## src/rtl/tx_frame_sequencer.sv

```systemverilog
// Arbitrates two byte-stream requesters onto one transmitter and optionally appends CRC_A.
// Exposes the FSM state on state_dbg for observation.
module tx_frame_sequencer (
  input  logic       clk,
  input  logic       rst_n,
  input  logic       r0_valid,
  input  logic [7:0] r0_data,
  input  logic       r0_last,
  input  logic [2:0] r0_last_bits,
  input  logic       r0_append_crc,
  output logic       r0_ready,
  input  logic       r1_valid,
  input  logic [7:0] r1_data,
  input  logic       r1_last,
  input  logic [2:0] r1_last_bits,
  input  logic       r1_append_crc,
  output logic       r1_ready,
  input  logic       fdt_trigger,
  input  logic       tx_req,
  output logic [7:0] data,
  output logic [2:0] data_bits,
  output logic       ready_to_send,
  output logic       busy,
  output logic       grant,
  output logic       frame_done,
  output logic       underrun,
  output logic [2:0] state_dbg
);

  // Handshake: a requester holds valid and its byte fields stable until it sees
  // its rn_ready high at a clock edge; that edge pops the byte. rn_ready is a
  // one-cycle strobe issued in the cycle after the byte was captured.

  typedef enum logic [2:0] {
    IDLE       = 3'd0,
    LOAD       = 3'd1,
    WAIT_START = 3'd2,
    STREAM     = 3'd3,
    CRC_LO     = 3'd4,
    CRC_HI     = 3'd5,
    FINISH     = 3'd6
  } state_t;

  localparam logic [15:0] CRC_PRESET = 16'h6363;

  state_t      state;
  logic        last_ptr;
  logic        cur_last;
  logic        crc_en;
  logic [15:0] crc;

  logic        sel_valid;
  logic [7:0]  sel_data;
  logic        sel_last;
  logic [2:0]  sel_last_bits;
  logic        sel_append_crc;
  logic        winner;
  logic [2:0]  load_bits;
  logic        load_crc_en;

  function automatic logic [15:0] crc_a_byte(input logic [15:0] crc_in, input logic [7:0] b);
    logic [15:0] c;
    c = crc_in;
    for (int i = 0; i < 8; i++) begin
      if (c[0] ^ b[i]) c = (c >> 1) ^ 16'h8408;
      else             c = c >> 1;
    end
    return c;
  endfunction

  always_comb begin
    sel_valid      = r0_valid;
    sel_data       = r0_data;
    sel_last       = r0_last;
    sel_last_bits  = r0_last_bits;
    sel_append_crc = r0_append_crc;
    if (grant) begin
      sel_valid      = r1_valid;
      sel_data       = r1_data;
      sel_last       = r1_last;
      sel_last_bits  = r1_last_bits;
      sel_append_crc = r1_append_crc;
    end
  end

  // On a tie the requester that was not served last wins.
  always_comb begin
    winner = r1_valid;
    if (r0_valid && r1_valid) winner = ~last_ptr;
  end

  // A short last byte cannot carry a CRC, so append_crc is dropped in that case.
  always_comb begin
    load_bits   = sel_last ? sel_last_bits : 3'd0;
    load_crc_en = sel_last && sel_append_crc && (sel_last_bits == 3'd0);
  end

  assign state_dbg = state;

  always_ff @(posedge clk or negedge rst_n) begin
    if (!rst_n) begin
      state         <= IDLE;
      last_ptr      <= 1'b1;
      cur_last      <= 1'b0;
      crc_en        <= 1'b0;
      crc           <= CRC_PRESET;
      data          <= 8'h00;
      data_bits     <= 3'd0;
      ready_to_send <= 1'b0;
      busy          <= 1'b0;
      grant         <= 1'b0;
      frame_done    <= 1'b0;
      underrun      <= 1'b0;
      r0_ready      <= 1'b0;
      r1_ready      <= 1'b0;
    end else begin
      r0_ready   <= 1'b0;
      r1_ready   <= 1'b0;
      frame_done <= 1'b0;
      underrun   <= 1'b0;
      case (state)
        IDLE: begin
          if (r0_valid || r1_valid) begin
            grant <= winner;
            busy  <= 1'b1;
            state <= LOAD;
          end
        end
        LOAD: begin
          data          <= sel_data;
          data_bits     <= load_bits;
          cur_last      <= sel_last;
          crc_en        <= load_crc_en;
          crc           <= crc_a_byte(CRC_PRESET, sel_data);
          r0_ready      <= ~grant;
          r1_ready      <= grant;
          ready_to_send <= 1'b1;
          state         <= WAIT_START;
        end
        WAIT_START: begin
          if (fdt_trigger) state <= STREAM;
        end
        STREAM: begin
          if (tx_req) begin
            if (!cur_last) begin
              if (sel_valid) begin
                data      <= sel_data;
                data_bits <= load_bits;
                cur_last  <= sel_last;
                crc_en    <= load_crc_en;
                crc       <= crc_a_byte(crc, sel_data);
                r0_ready  <= ~grant;
                r1_ready  <= grant;
              end else begin
                underrun      <= 1'b1;
                frame_done    <= 1'b1;
                ready_to_send <= 1'b0;
                state         <= FINISH;
              end
            end else if (crc_en) begin
              data      <= crc[7:0];
              data_bits <= 3'd0;
              state     <= CRC_LO;
            end else begin
              ready_to_send <= 1'b0;
              frame_done    <= 1'b1;
              state         <= FINISH;
            end
          end
        end
        CRC_LO: begin
          if (tx_req) begin
            data  <= crc[15:8];
            state <= CRC_HI;
          end
        end
        CRC_HI: begin
          if (tx_req) begin
            ready_to_send <= 1'b0;
            frame_done    <= 1'b1;
            state         <= FINISH;
          end
        end
        FINISH: begin
          last_ptr <= grant;
          busy     <= 1'b0;
          state    <= IDLE;
        end
        default: state <= IDLE;
      endcase
    end
  end

endmodule

```

## config.mk

```make
export PLATFORM = sky130hd
export DESIGN_NAME = tx_frame_sequencer
export DESIGN_NICKNAME = d
export VERILOG_FILES = /design/src/rtl/tx_frame_sequencer.sv
export SDC_FILE = /design/constraint.sdc
export NUM_CORES = 1
export LEC_CHECK = 0
export CAP_MARGIN = 30
export CORE_UTILIZATION = 31
export DETAILED_ROUTE_END_ITERATION = 8
export GPL_TIMING_DRIVEN = 0
export PLACE_DENSITY = 0.59
export SYNTH_ARGS = -nofsm -noshare
export SYNTH_HDL_FRONTEND = slang
export SYNTH_SLANG_ARGS = --single-unit
export TNS_END_PERCENT = 5
```

## constraint.sdc

```tcl
create_clock -name clk -period 1.55 [get_ports clk]
set_input_delay 0.31 -clock clk [delete_from_list [all_inputs] [get_ports clk]]
set_output_delay 0.31 -clock clk [all_outputs]
set_load 0.005 [all_outputs]
```

-- Word level (Yosys, flattened, before mapping)
Index checks and enable logic that the tools add are counted.
- register bits after elaboration: 40
- logic and storage cells: 196
- bitwise operators: 32
- reduce and logical (&&, ||, !) cells: 18
- eq/ne operators: 17
- mux-type cells: 115
- operators with widths (kind ; number):
    16-bit 2-to-1 mux ; 54
    8-bit 2-to-1 mux ; 6
    2-bit inverter with 3-bit output ; 15
    3-bit 2-to-1 mux ; 13
    16-bit case mux with 2 select lines ; 1
    1-bit 2-to-1 mux ; 30
    8-bit case mux with 3 select lines ; 1
    3-bit case mux with 6 select lines ; 1
    1-bit XOR ; 15
    2-bit != test, second input constant ; 7
    3-bit != test, second input constant ; 4
    1-bit case mux with 2 select lines ; 6
    5-bit AND reduction ; 2
    3-bit equality test, second input constant ; 3
    4-bit AND reduction ; 2
    3-bit by 2-bit equality test with 1-bit output, second input constant ; 2
    3-bit zero test ; 2
    3-bit case mux with 2 select lines ; 1
    2-bit AND reduction ; 3
    6-bit AND reduction ; 1
    3-bit nonzero test ; 2
    2-bit nonzero test ; 2
    3-bit by 1-bit equality test with 1-bit output, second input constant ; 1
    1-bit logical AND ; 3
    4 further kinds ; 5

-- Longest topological paths before layout
- depth in word-level cells: 49
- depth in mapped cells: 8

-- Worst setup path after synthesis
Ideal clock, no wire load.
- path type: reg2reg
- start point: reg grant
- end point: reg data_bits[0]
- setup slack: -0.146 ns
- arrival: 1.571 ns
- buffers on the path: 1
- stages on the path, launching flop included: 7
- period minus slack after synthesis: 1.696 ns
- cell sequence: dfrtp_1 buf_6 mux2_4 o211ai_2 nand2_1 nand2_1 mux2_2
- cells in the longest elaborated chain, start to end: 6
- elaborated cells on any way between the ends: 10
- classes of those cells: 1 x eq/ne; 8 x mux; 1 x reduce/logical
- RTL lines (what ; line ; source):
    start: declaration ; 24 ; output logic grant,
    start signal: assignment ; 124 ; grant <= winner;
    3-bit 2-to-1 mux / 1-bit 2-to-1 mux (equally long branches) ; 77 ; if (grant) begin
    3-bit 2-to-1 mux ; 94 ; load_bits = sel_last ? sel_last_bits : 3'd0;
    3-bit 2-to-1 mux ; 146 ; if (sel_valid) begin
    3-bit 2-to-1 mux ; 145 ; if (!cur_last) begin
    3-bit 2-to-1 mux ; 144 ; if (tx_req) begin
    3-bit case mux with 2 select lines ; 121 ; case (state)
    end signal: assignment ; 131 ; data_bits <= load_bits;
    end signal: assignment ; 148 ; data_bits <= load_bits;
    end: declaration ; 21 ; output logic [2:0] data_bits,
Parallel ways exist; a longest one is shown, timed or not. The select of a mux whose other input is x is not followed.
A chain may end at the register's enable or synchronous reset.

-- Final worst setup path
- start point: reg grant
- end point: reg data[5]
- cells in the longest elaborated chain, start to end: 5
- elaborated cells on any way between the ends: 8
- classes of those cells: 1 x eq/ne; 6 x mux; 1 x reduce/logical
- RTL lines (what ; line ; source):
    8-bit 2-to-1 mux ; 77 ;
    8-bit 2-to-1 mux ; 146 ;
    8-bit 2-to-1 mux ; 145 ;
    8-bit 2-to-1 mux ; 144 ;
    8-bit case mux with 3 select lines ; 121 ;
    end signal: assignment ; 130 ; data <= sel_data;
    end signal: assignment ; 147 ; data <= sel_data;
    end signal: assignment ; 161 ; data <= crc[7:0];
    end: declaration ; 20 ; output logic [7:0] data,
Parallel ways exist; a longest one is shown, timed or not. The select of a mux whose other input is x is not followed.

==> metrics.md <==
| Metric | Value |
|---|---|
| Synth cell types | `56` |
| Largest net degree at the start of global routing | `22` |
| Layout Skew | `0.0108 ns` |
| FF+latch count, synth | `40` |
| Number of cell rows | `34` |
| Sequential Power Share | `22.8%` |
| RSZ-0062 raised after global routing | `true` |
| Hold-critical path endpoint | `r0_ready` |
| Predominant post-synthesis flop cell | `dfrtp_1` |
| Psw | `3.91 mW` |
| # IOs | `53` |
| Gr ovfl total | `0` |
| Gate Count Post-Synth | `302` |
| Layout cells sized above 1 | `29.1%` |
| Avg WL per Cell | `16.4 um` |
| Global-route wire length before repair | `12500 um` |
| WP data arrival | `1.92 ns` |
| Final Max Tran Viols | `0` |
| Internal power | `5.09 mW` |
| Seq/Total Area, Yosys | `35.5%` |
| Post-synth net total | `334` |
| Max incr delay on CP | `0.38 ns` |
| Reg2reg start | `grant` |
| CP max FO | `10` |
| Power per cell area | `2250 nW/um2` |
| Core Region | `8810 um2` |
| Maximum vdd drop | `0.865 mV` |
| Status | `complete, but fails checks` |
| Slowest CP cell | `mux2_2` |
| Fillers | `826` |
| CTS tree | `built` |
| Rel. slew slack | `65.8%` |
| Synth warn | `0` |
| Commonest non-fill, non-tap cell in the layout | `clkdlybuf4s50_1` |
| Antenna Diode Count | `0` |
| Max frequency | `578 MHz` |
| DIE AREA | `9580 um2` |
| MaxCap Viol Count | `0` |
| Fin crit share | `112%` |
| Crit Path Class | `reg -> reg` |
| Hold path depth | `3` |
| Hold Startpoint | `r0_valid` |
| CTS Buffer Depth | `2` |
| Minimum clock period | `1.73 ns` |
| DR DRC count | `2` |
| CP cell instances | `buf_6 -> buf_12 -> mux2_2 -> o22ai_1 -> a211oi_2 -> mux2_2` |
| Most frequent cells in the layout | `clkdlybuf4s50_1, nand2_1, dfrtp_1` |
| Pleak | `1.72 nW` |
| Sw Ratio | `43.4%` |
| CP delay by family, top | `multiplexers` |
| Clock share of power | `8.3%` |
| Async set-reset flop share out of synthesis | `100%` |
| Remaining antenna violation count | `0` |
| PnR worst setup slack | `-0.179 ns` |
| WP buf/inv | `2` |
| Most frequent CP cell | `mux2_2` |
| Hold Path Class | `in -> reg` |
| Failing checks | `design-rule violations, negative setup slack` |
| Util after Layout | `45.4%` |
| Worst endpoint required time | `1.74 ns` |
| Vias in the first global route | `2408` |
| Die W | `97.9 um` |
| Mapped Area | `2850 um2` |
| EDFF count, synth | `0` |
| CTS Buf Count | `5` |
| DR vias | `2528` |
| H-Tree Depth | `2` |
| Initial Util | `32.4%` |
| Drt initial violations | `172` |
| Routability cong. | `0.869` |
| Reg2reg setup slack | `-0.18 ns` |
| CP Launch Type | `flip-flop` |
| P&R area growth vs syn | `40.4%` |
| Logic gate share of total power | `68.8%` |
| Clock slew at reported path FFs | `0.08 ns` |
| Port-buffer cells | `52` |
| Total track usage | `16.7%` |
| Worst Setup End Kind | `flip-flop` |
| Final setup viols | `28` |
| Initial DRT Pass Iterations | `6` |
| Syn_area_per_cell | `9.43 um2` |
| Initial antenna violation count | `0` |
| Clock Latency Late Sink | `0.31 ns` |
| Clock root cell | `clkbuf_8` |
| Final HPWL DP | `5710 um` |
| FF-to-FF path depth | `6` |
| DP Worst Slack | `-0.689 ns` |
| Final Hold Vio Count | `0` |
| Die Span Y | `97.9 um` |
| Reg2reg end | `data[5]` |
| Vias per inst | `5.23` |
| Clk sinks | `40` |
| Worst slew pin tran | `0.513 ns` |
| Fin nets | `406` |
| Drt total wl | `7920 um` |
-- tightest hold or removal path: cells and delay by family --
family / cells / cell delay [ns]
AO/OA/AOI/OAI: 1 / 0.06
buffers and inverters: 1 / 0.28
AND/OR/NAND/NOR: 1 / 0.07
-- synthesized netlist by cell type, types with 4 or more instances --
cell type | number | area share (%)
nor2_1 | 27 | 3.6
dfrtp_1 | 31 | 27
a221oi_1 | 4 | 1.2
nor3_1 | 10 | 1.8
xnor2_1 | 13 | 4.0
o22ai_1 | 6 | 1.3
a21oi_1 | 15 | 2.6
a211oi_1 | 5 | 1.3
mux2_2 | 18 | 7.1
buf_2 | 12 | 2.1
mux2i_1 | 10 | 3.5
dfstp_2 | 9 | 8.3
xnor3_1 | 4 | 3.2
nand2_1 | 39 | 5.1
o21ai_0 | 21 | 3.7
xor2_1 | 20 | 6.1
-- routing by layer --
metal | part of all wire (%) | vias to the layer above | GRT usage [%]
li1 | - | 1219 | -
met5 | 0 | - | 0
met3 | 5.8 | 9 | 2.93
met2 | 44 | 82 | 25.4
met4 | 1.1 | 0 | 4.66
met1 | 49 | 1218 | 24.3
-- power groups by stage --
stage | clock network [mW] | registers (mW) | logic [mW]
final | 0.751 | 2.06 | 6.20
after global routing | 0.801 | 2.12 | 6.70
after CTS | 0.764 | 2.05 | 5.87
after detailed placement | 0 | 2.04 | 5.11
after global placement | 0 | 2.04 | 5.04
after floorplan | 0 | 1.97 | 3.64
-- registers in the layout, indices dropped and copies added, names as in the netlist, 3 cells and up --
signal and count:
data_bits 3, crc 16, data 8, state_dbg 3
-- logic make-up after synthesis --
kind of cell / Yosys count / share of synthesized area (%)
simple gates: 94 / 15.2
buf+inv: 24 / 4.39
flops: 40 / 35.5
compound gates: 73 / 17.3
mux: 33 / 13.4
xor+xnor: 38 / 14.1
-- what timing repair did --
| action | 4_1_cts | 5_1_grt |
|---|---|---|
| pin swaps | 14 | 9 |
| setup buffers | 9 | 2 |
| hold endpoints to repair | 13 | 0 |
| hold buffers | 1 | 0 |
| endpoints found under the setup margin | 37 | 31 |
| gates cloned | 0 | 0 |
| gates resized for setup | 63 | 30 |
-- worst max path at each step --
| stage | end | from | slack [ns] | depth (start not counted) |
|---|---|---|---|---|
| final | data[5] | grant | -0.18 | 6 |
| after global routing | crc[2] | grant | -0.22 | 6 |
| after CTS | data_bits[0] | grant | -0.19 | 6 |
| after detailed placement | crc[11] | r0_valid | -0.69 | 5 |
| after global placement | crc[2] | rst_n | -0.95 | 1 |
| after floorplan | data_bits[0] | grant | -0.14 | 6 |
-- metrics by stage --
stage                     instances  power [mW]  hold WS [ns]  instance area, um2  setup TNS (ns)
after floorplan                 302        5.61        0.0144                2860           -1.20
after global placement          462        7.09         0.475                3510          -49.34
after detailed placement        463        7.15         0.313                3540          -15.90
after CTS                       481        8.68         0.467                3880           -3.09
after global routing            483        9.62         0.489                4000           -4.54
final                           483        9.01         0.466                4000           -2.81
-- layout make-up --
class / instances / area [um2] / area share, %
clock buffers: 6 / 82.6 / 2.06
multi-input cells: 238 / 1920 / 48.0
clock inverters: 2 / 10.0 / 0.250
flip-flops and latches: 40 / 1010 / 25.4
well taps: 108 / 135 / 3.38
plain buffers: 20 / 178 / 4.44
repair buffers: 65 / 642 / 16.0
inverters: 4 / 20.0 / 0.500
No activity file was read; power rests on OpenSTA's default activity.
